$ cat src/rtl/boruss_exec_unit.sv
// boruss_exec_unit
//   Execute/writeback datapath that sits behind the CPU FSM. It holds a
//   4x8-bit register file, an ALU, a result/flag latch that is loaded at the
//   end of EXECUTE, and a flag shadow that commits the latched flags at the
//   end of WRITEBACK. A host port loads and inspects registers during bring-up.
// Ports
//   clk, reset          clock / async active-high reset
//   current_state       FSM state (FETCH, DECODE, EXECUTE, WRITEBACK, HALT)
//   opcode, dest_reg,   decoded instruction fields
//   src_reg
//   update_registers    FSM register write enable, honoured in WRITEBACK only
//   host_we/sel/wdata   host register write port
//   host_rdata          R[host_sel], combinational
//   alu_result          latched result, also the jump target
//   alu_*_flag          latched Z/C/N flags
module boruss_exec_unit #(
  parameter logic [7:0] REG_RESET_VAL = 8'h00
) (
  input  logic       clk,
  input  logic       reset,
  input  logic [2:0] current_state,
  input  logic [3:0] opcode,
  input  logic [1:0] dest_reg,
  input  logic [1:0] src_reg,
  input  logic       update_registers,
  input  logic       host_we,
  input  logic [1:0] host_sel,
  input  logic [7:0] host_wdata,
  output logic [7:0] host_rdata,
  output logic [7:0] alu_result,
  output logic       alu_zero_flag,
  output logic       alu_carry_flag,
  output logic       alu_negative_flag
);

  localparam logic [2:0] ST_EXECUTE   = 3'b010;
  localparam logic [2:0] ST_WRITEBACK = 3'b011;

  logic [3:0][7:0] regs_q, regs_d;
  logic [7:0]      res_q, res_d;
  logic            zf_q, zf_d, cf_q, cf_d, nf_q, nf_d;
  logic            zs_q, zs_d, cs_q, cs_d, ns_q, ns_d;

  logic [7:0] op_a, op_b, alu_res;
  logic [8:0] sum9, diff9;
  logic       alu_z, alu_c, alu_n;
  logic       in_exec, in_wb;

  assign in_exec = (current_state == ST_EXECUTE);
  assign in_wb   = (current_state == ST_WRITEBACK);

  // ALU: operands are read in EXECUTE, so d==s simply reads the same register twice.
  always_comb begin
    op_a    = regs_q[dest_reg];
    op_b    = regs_q[src_reg];
    sum9    = {1'b0, op_a} + {1'b0, op_b};
    diff9   = {1'b0, op_a} - {1'b0, op_b};  // diff9[8] is the borrow
    alu_res = 8'h00;
    alu_c   = 1'b0;
    case (opcode)
      4'b0000: alu_res = op_b;
      4'b0001: begin alu_res = sum9[7:0];  alu_c = sum9[8];  end
      4'b0010: begin alu_res = diff9[7:0]; alu_c = diff9[8]; end
      4'b0011: alu_res = op_a & op_b;
      4'b0100: alu_res = op_a | op_b;
      4'b0101: alu_res = op_a ^ op_b;
      4'b0110: alu_res = ~op_b;
      4'b0111: begin alu_res = {op_b[6:0], 1'b0}; alu_c = op_b[7]; end
      4'b1111: begin alu_res = diff9[7:0]; alu_c = diff9[8]; end
      default: alu_res = op_b;  // jumps: target is R[s]
    endcase
    alu_z = (alu_res == 8'h00);
    alu_n = alu_res[7];
    // Jumps re-present the committed flags so WRITEBACK leaves them unchanged.
    if (opcode[3] && (opcode != 4'b1111)) begin
      alu_z = zs_q;
      alu_c = cs_q;
      alu_n = ns_q;
    end
  end

  always_comb begin
    res_d  = res_q;
    zf_d   = zf_q;
    cf_d   = cf_q;
    nf_d   = nf_q;
    zs_d   = zs_q;
    cs_d   = cs_q;
    ns_d   = ns_q;
    regs_d = regs_q;
    if (in_exec) begin
      res_d = alu_res;
      zf_d  = alu_z;
      cf_d  = alu_c;
      nf_d  = alu_n;
    end
    if (in_wb) begin
      zs_d = zf_q;
      cs_d = cf_q;
      ns_d = nf_q;
      if (update_registers) regs_d[dest_reg] = res_q;
    end else if (!in_exec && host_we) begin
      regs_d[host_sel] = host_wdata;
    end
  end

  always_ff @(posedge clk or posedge reset) begin
    if (reset) begin
      regs_q <= {4{REG_RESET_VAL}};
      res_q  <= 8'h00;
      zf_q   <= 1'b0;
      cf_q   <= 1'b0;
      nf_q   <= 1'b0;
      zs_q   <= 1'b0;
      cs_q   <= 1'b0;
      ns_q   <= 1'b0;
    end else begin
      regs_q <= regs_d;
      res_q  <= res_d;
      zf_q   <= zf_d;
      cf_q   <= cf_d;
      nf_q   <= nf_d;
      zs_q   <= zs_d;
      cs_q   <= cs_d;
      ns_q   <= ns_d;
    end
  end

  assign host_rdata        = regs_q[host_sel];
  assign alu_result        = res_q;
  assign alu_zero_flag     = zf_q;
  assign alu_carry_flag    = cf_q;
  assign alu_negative_flag = nf_q;

endmodule

$ cat config.mk
export PLATFORM = sky130hd
export DESIGN_NAME = boruss_exec_unit
export DESIGN_NICKNAME = d
export VERILOG_FILES = /design/src/rtl/boruss_exec_unit.sv
export SDC_FILE = /design/constraint.sdc
export NUM_CORES = 1
export LEC_CHECK = 0
export CORE_UTILIZATION = 55
export CTS_BUF_LIST = sky130_fd_sc_hd__clkbuf_8
export CTS_CLUSTER_SIZE = 25
export DETAILED_ROUTE_END_ITERATION = 6
export GPL_ROUTABILITY_DRIVEN = 0
export PLACE_DENSITY = 0.86
export SLEW_MARGIN = 10
export SYNTH_ARGS = -nofsm -noshare
export SYNTH_HDL_FRONTEND = slang
export SYNTH_SLANG_ARGS = --single-unit
$ cat constraint.sdc
create_clock -name clk -period 3.5 [get_ports clk]
set_input_delay 0.525 -clock clk [delete_from_list [all_inputs] [get_ports clk]]
set_output_delay 0.525 -clock clk [all_outputs]
set_load 0.02 [all_outputs]
==> Implementation_results.wiki, run 1 <==
{| class="wikitable"
! Metric !! Value
|-
| Count of antenna diodes in the layout || 0
|-
| Worst-margin pin slew || 807 ps
|-
| Post-cts gate resize count || 1
|-
| Post-route fraction of the period consumed by the critical path || a little over nine tenths
|-
| Area growth from synthesis to layout || 26.5%
|-
| Clk Latency, worst-skew pair || about 310 ps
|-
| Clock root buffer || clkbuf_8
|-
| Number of cells in the design after placement || 634
|-
| Layout Cells excl Fill || between 600 and 700
|-
| Setup bufs post-CTS || 0
|-
| Number of global-route vias before repair || roughly 4200
|-
| Commonest non-fill, non-tap cell in the layout || nand2_1
|-
| Leading area contributor after synthesis || dfrtp_1
|-
| Mean Syn Cell Area || 8.95 um2
|-
| DP HPWL || 9.46 mm
|-
| DRC violations left || 0
|-
| Layout Utilization || 71.4%
|-
| Total grt overflow || 0
|-
| Floorplan row count || 31
|-
| Cell types with the largest area share after synthesis || dfrtp_1 28%, mux4_2 11%, ha_1 7.4%
|-
| Filler cell count || approximately 530
|-
| Setup-failing EPs final || 0
|-
| Run status || finished clean
|-
| WP data arrival || 3600 ps
|-
| Busiest layer in global routing || met2
|-
| Number of input and output port buffers inserted || 43
|-
| Met3 usage in global routing || under 10%
|-
| Max Clock Freq || roughly 300 MHz
|-
| Post-synth design cell area || 0.00407 mm2
|-
| Sum of routed wire length over all layers || 12.7 mm
|-
| Clk sink count || between 40 and 50
|-
| Class of the worst hold path || flip-flop to flip-flop
|-
| Async set-reset flop share out of synthesis || between 90% and 100%
|-
| Worst Path Required || roughly 3800 ps
|-
| Area share of the largest cell type after synthesis || ~28%
|-
| Initial Util || between 50% and 60%
|-
| Leakage power || about 2.2 nW
|-
| Count of flip-flops with a built-in enable after synthesis || 0
|-
| Die outline area || roughly 0.0078 mm2
|-
| Headroom to the max-slew limit || between 40% and 50%
|-
| Sum Neg Setup Slack || 0 ps
|-
| Critical Path Sink Type || flip-flop
|-
| Vias/cell || about 6.6
|-
| Wire length per cell || around 20 um
|-
| Number of iterations in the first detailed-routing pass || 5
|-
| Antenna Nets Post-Route || 0
|-
| Maximum Capacitance Violations || 0
|-
| Global-route wire length before repair || 20.9 mm
|-
| Total vias in the final route || between 4000 and 5000
|-
| Drt first-iter violations || between 300 and 400
|-
| Register bit count reported by yosys || 46
|-
| Clock Pin Slew Worst Setup and Hold Paths || roughly 80 ps
|-
| Quantity of hold-fixing buffers added after cts || 0
|-
| H-tree levels || 2
|-
| Number of antenna violations at the first check in global routing || 0
|-
| Clock Skew || between 7 and 8 ps
|-
| Net count after synthesis || 506
|-
| Met1 capacity usage during global routing || roughly 44%
|-
| Startpoint type of the worst setup path || input pin
|-
| Area of the core || a little over 0.007 mm2
|-
| Final number of hold-violating endpoints || 0
|-
| Number of buffers inserted during clock tree synthesis || 5
|-
| TritonCTS clock tree || built
|-
| Met2 usage in global routing || a little under 60%
|-
| Commonest cells after routing, fill and taps aside || 74 x nand2_1, 65 x buf_4, 46 x dfrtp_1, 42 x o21ai_0, 41 x clkdlybuf4s50_1
|-
| Final Net Count || 593
|-
| Crit path max fanout || 4
|-
| Start-to-end type of the worst setup path || input pin to flip-flop
|-
| Count of yosys warnings during synthesis || 0
|-
| I/O pin count || 44
|-
| Total Routing Usage GR || a little over a third
|-
| Unrepaired setup endpoints after global routing || no
|-
| Die Y || about 88 um
|-
| R2r setup slk || 410 ps
|-
| Layout cells sized above 1 || a little over a fifth
|-
| Maximum number of pins on one net before global-route repair || 47
|-
| Minimum period implied by the final worst setup slack || around 3400 ps
|-
| Final-report max-slew violation count || 0
|-
| Number of distinct library cell variants in the gate-level netlist after synthesis || 69
|-
| Largest voltage drop on the vdd net || between 0.4 and 0.5 mV
|-
| Sequential area share after synthesis || between 20% and 30%
|-
| Cell count after synthesis || 455
|-
| Clock Path Buffers || 2
|-
| Main flop type after synthesis || dfrtp_1
|-
| Overall die width || slightly below 90 um
|-
| Power Density || 546 mW/mm2
|}
[cells in the mapped netlist (4+ instances only)]
master / n
a21oi_1: 19
a22oi_1: 34
a31oi_1: 8
and3_1: 6
buf_1: 4
buf_2: 5
clkbuf_1: 17
dfrtp_1: 46
ha_1: 24
inv_1: 27
mux2_2: 5
mux4_1: 4
mux4_2: 20
nand2_1: 74
nand2b_1: 7
nand3_1: 4
nor2_1: 20
nor2b_1: 8
nor3_1: 6
o21ai_0: 43
o21bai_1: 5
[area by class of cell]
class / count / area [um2] / share of cell area (%)
clock buffers: 6 / 82.6 / 1.60
flip-flops and latches: 46 / 1150 / 22.4
repair buffers: 108 / 921 / 17.9
well taps: 99 / 124 / 2.41
inverters: 28 / 106 / 2.07
multi-input cells: 353 / 2700 / 52.5
clock inverters: 2 / 60.1 / 1.17
[state kept, by name, summed over array words and instances (netlist names)]
signal / cells
alu_negative_flag: 1
alu_carry_flag: 1
regs_q: 32
cs_q: 1
ns_q: 1
alu_result: 8
zs_q: 1
alu_zero_flag: 1
[report_power, final]
part / internal, mW / switching (mW) / leakage, nW / total [mW]
clock network: 0.305 / 0.187 / 0.0714 / 0.492
registers: 0.657 / 0.180 / 0.573 / 0.837
logic: 0.734 / 0.747 / 1.57 / 1.48
[worst max-delay path, stage by stage]
cell             delay (ps)
clkdlybuf4s50_1         620
mux4_2                  370
inv_1                    90
ha_1                    170
inv_1                    60
fa_1                    390
nand2b_1                120
a21oi_1                 100
nor2_1                  110
o31a_1                  180
mux2_2                  350
a31oi_1                 280
mux2_2                  220
[per-stage QoR]
| stage | power [mW] | area, um2 | hold WS, ps | worst slack, ps |
|---|---|---|---|---|
| 2_1_floorplan | 1.63 | 4070 | 438 | 47.2 |
| 3_3_place_gp | 2.19 | 4990 | 449 | -269 |
| 3_5_place_dp | 2.27 | 4990 | 481 | -445 |
| 4_1_cts | 2.77 | 5140 | 500 | 26.1 |
| 5_1_grt | 2.97 | 5150 | 520 | 21.8 |
| 6_report | 2.81 | 5150 | 494 | 142 |
[logic make-up after synthesis]
group           share of synthesized area (%)
compound gates                           25.4
simple gates                             16.6
buf+inv                                  5.62
flops                                    28.3
mux                                      15.5
fa+ha+maj                                8.36
xor+xnor                                0.215
[layer usage]
layer / vias up / routed length (um)
met5: - / 0
met1: 1993 / 4820
met3: 60 / 1230
li1: 1864 / -
met4: 0 / 456
met2: 315 / 6190
[path summary, 6_finish.rpt]
kind,from,end,cells past startpoint
worst max-delay path,dest_reg[1],alu_result[6],13
worst min-delay path,cs_q,cs_q,2
worst max register to register,regs_q[24],alu_result[6],12
worst min register to register,cs_q,cs_q,2
max in group asynchronous,reset,alu_carry_flag,3
min in group asynchronous,reset,regs_q[24],3
(Power assumes the default switching activity.)
==> run 2, diff against run 1 <==
--- a/config.mk
+++ b/config.mk
@@ -7,2 +7,3 @@
 export LEC_CHECK = 0
+export CORE_MARGIN = 1.5
 export CORE_UTILIZATION = 55
@@ -13,2 +14,3 @@
 export PLACE_DENSITY = 0.86
+export SETUP_SLACK_MARGIN = 0.3
 export SLEW_MARGIN = 10
==> constraint.sdc (replaced) <==
create_clock -name clk -period 3.5 [get_ports clk]
set_input_delay 0.7 -clock clk [delete_from_list [all_inputs] [get_ports clk]]
set_output_delay 0.7 -clock clk [all_outputs]
set_load 0.02 [all_outputs]
==> run 2 against run 1 <==
Register-to-register slack worse by 90 ps; clock skew up 3.4 ps; via count up 5.5%; final area up 3.8%; combinational power up 16%; maximum frequency up 1.1%; critical path type unchanged; critical endpoint is now alu_negative_flag; largest power group unchanged.
==> Implementation_results.wiki, run 2 (synthesized netlist as in run 1, its figures left out) <==
{| class="wikitable"
! Metric !! Value
|-
| Layout Cells excl Fill || 655 (+2.0%)
|-
| Clock root buffer || clkbuf_8
|-
| Number of global-route vias before repair || 4280 (+0.78%)
|-
| Number of buffers inserted during clock tree synthesis || 5 (unchanged)
|-
| H-tree levels || 2 (unchanged)
|-
| Maximum Capacitance Violations || 0 (unchanged)
|-
| Final number of hold-violating endpoints || 0 (unchanged)
|-
| Worst-margin pin slew || 692 ps (-115 ps)
|-
| Clk sink count || 46 (unchanged)
|-
| Number of antenna violations at the first check in global routing || 0 (unchanged)
|-
| Initial Util || 56.4% (unchanged)
|-
| Commonest cells after routing, fill and taps aside || 76 x buf_4, 74 x nand2_1, 46 x dfrtp_1, 40 x o21ai_0, 36 x clkdlybuf4s50_1
|-
| Post-route fraction of the period consumed by the critical path || 94.9% (-1.1 points)
|-
| Power share of the clock group || 14.2% (-3.3 points)
|-
| Start-to-end type of the worst setup path || input pin to flip-flop
|-
| Number of cells in the design after placement || 645 (+1.7%)
|-
| Floorplan row count || 31 (unchanged)
|-
| Setup-failing EPs final || 0 (unchanged)
|-
| Worst Path Required || 3680 ps (-70 ps)
|-
| Area growth from synthesis to layout || 31.3%
|-
| Total grt overflow || 0 (unchanged)
|-
| TritonCTS clock tree || built
|-
| Clk Latency, worst-skew pair || 310 ps (about the same)
|-
| Startpoint type of the worst setup path || input pin
|-
| Largest voltage drop on the vdd net || 0.478 mV (+14%)
|-
| Internal power component || 1.72 mW (+1.3%)
|-
| WP data arrival || 3500 ps (-100 ps)
|-
| Quantity of hold-fixing buffers added after cts || 0 (unchanged)
|-
| Max Clock Freq || 301 MHz (+1.1%)
|-
| Final Net Count || 606 (+2.2%)
|-
| Total Routing Usage GR || 35.5% (+0.24 points)
|-
| Die outline area || 0.00793 mm2 (+2.3%)
|-
| Leakage power || 2.31 nW (+4.1%)
|-
| Overall die width || 89.0 um (+1.1%)
|-
| DRC violations left || 0 (unchanged)
|-
| Design Power || 2.97 mW (+5.6%)
|-
| Antenna Nets Post-Route || 0 (unchanged)
|-
| Commonest non-fill, non-tap cell in the layout || buf_4
|-
| Sum of routed wire length over all layers || 14.4 mm (+13%)
|-
| Final-report max-slew violation count || 0 (unchanged)
|-
| Drt first-iter violations || 432 (+22%)
|-
| Critical Path Sink Type || flip-flop
|-
| Area of the core || 0.00721 mm2 (unchanged)
|-
| DP HPWL || 9.97 mm (+5.3%)
|-
| Power Density || 555 mW/mm2 (+1.7%)
|-
| Count of antenna diodes in the layout || 0 (unchanged)
|-
| Global-route wire length before repair || 21.3 mm (+2.1%)
|-
| Crit path max fanout || 9 (+5)
|-
| Run status || finished clean
|-
| Headroom to the max-slew limit || 53.8% (+7.7 points)
|-
| Clock Path Buffers || 2 (unchanged)
|-
| Register with the highest flop count || regs_q
|-
| Clock Pin Slew Worst Setup and Hold Paths || 90 ps (about the same)
|-
| Class of the worst hold path || flip-flop to flip-flop
|-
| Clock Skew || 10.7 ps (+3.43 ps)
|-
| Switching share of power || 42.1% (+2.5 points)
|-
| Vias/cell || 6.82 (+3.4%)
|-
| Layout cells sized above 1 || 27.0% (+5.4 points)
|-
| Die Y || 89.0 um (+1.1%)
|-
| Reg power frac || 28.3% (-1.5 points)
|-
| Number of input and output port buffers inserted || 43 (unchanged)
|-
| Power spent charging and discharging nets || 1.25 mW (+12%)
|-
| Unrepaired setup endpoints after global routing || no
|-
| Part of the power in combinational logic || 57.5% (+4.8 points)
|-
| Number of iterations in the first detailed-routing pass || 6 (+1)
|-
| Max FFs per register || 32 (unchanged)
|-
| Minimum period implied by the final worst setup slack || 3320 ps (-37.2 ps)
|-
| Total vias in the final route || 4464 (+5.5%)
|-
| I/O pin count || 44 (unchanged)
|-
| Maximum number of pins on one net before global-route repair || 34 (-28%)
|-
| Wire length per cell || 21.9 um (+11%)
|}
## run 2: worst paths after layout
path / start / to / slack [ps] / cells past startpoint
min in group asynchronous: reset / regs_q[17] / 650 / 2
setup / recovery: dest_reg[0] / alu_negative_flag / 180 / 12
hold reg to reg: cs_q / cs_q / 510 / 2
hold / removal: cs_q / cs_q / 510 / 2
setup reg to reg: regs_q[26] / alu_negative_flag / 320 / 10
max in group asynchronous: reset / alu_result[6] / 2070 / 3
## run 2: repair_timing
action | in CTS | in global routing
setup endpoints to repair | 9 | 9
pin swaps | 2 | 7
cloned | 0 | 0
gates resized for setup | 17 | 30
buffers inserted | 1 | 1
## run 2: final cells by class
cell class	count	area, um2
sequential	46	1150
clock inverter	3	47.5
fill	509	1870
tap	99	124
timing repair buffer	121	1030
inverter	28	106
clock buffer	5	68.8
multi-input combinational	353	2820
## run 2: routing by layer
metal  GRT usage [%]  up-vias  wire, um
li1                -     1889         -
met3            5.82       94      1540
met4            16.9        0       705
met5               0        -         0
met1            44.1     2094      4880
met2            60.6      387      7250
## run 2: power by group through the flow
stage / logic [mW] / registers (mW) / clock network (mW)
2_1_floorplan: 0.830 / 0.807 / 0
3_3_place_gp: 1.44 / 0.809 / 0
3_5_place_dp: 1.50 / 0.826 / 0
4_1_cts: 1.54 / 0.821 / 0.421
5_1_grt: 1.80 / 0.847 / 0.439
6_report: 1.71 / 0.839 / 0.420
## run 2: worst max-delay path, stage by stage
cell and delay (ps):
buf_4 150, buf_6 170, mux4_2 540, inv_1 140
ha_4 230, inv_1 130, a21oi_4 90, a211oi_1 420
or4b_2 220, o2111ai_1 200, nor3b_1 350, o21ai_1 140
## run 2: through the flow
step           setup WS, ps  TNS, ps  cell area, um2  utilization [%]  hold WS, ps
2_1_floorplan           297        0            4090                -          438
3_3_place_gp           -391    -2560            5100             70.7          452
3_5_place_dp           -517    -3400            5100             70.7          469
4_1_cts                 324        0            5250             72.8          491
5_1_grt                 125        0            5340             74.1          527
6_report                180        0            5340             74.1          508
==> run 3, diff against run 2 <==
- CAP_MARGIN: unset -> 0
==> results of run 3 <==
Same layout as run 2: the final DEF is identical, and so are final timing and power.
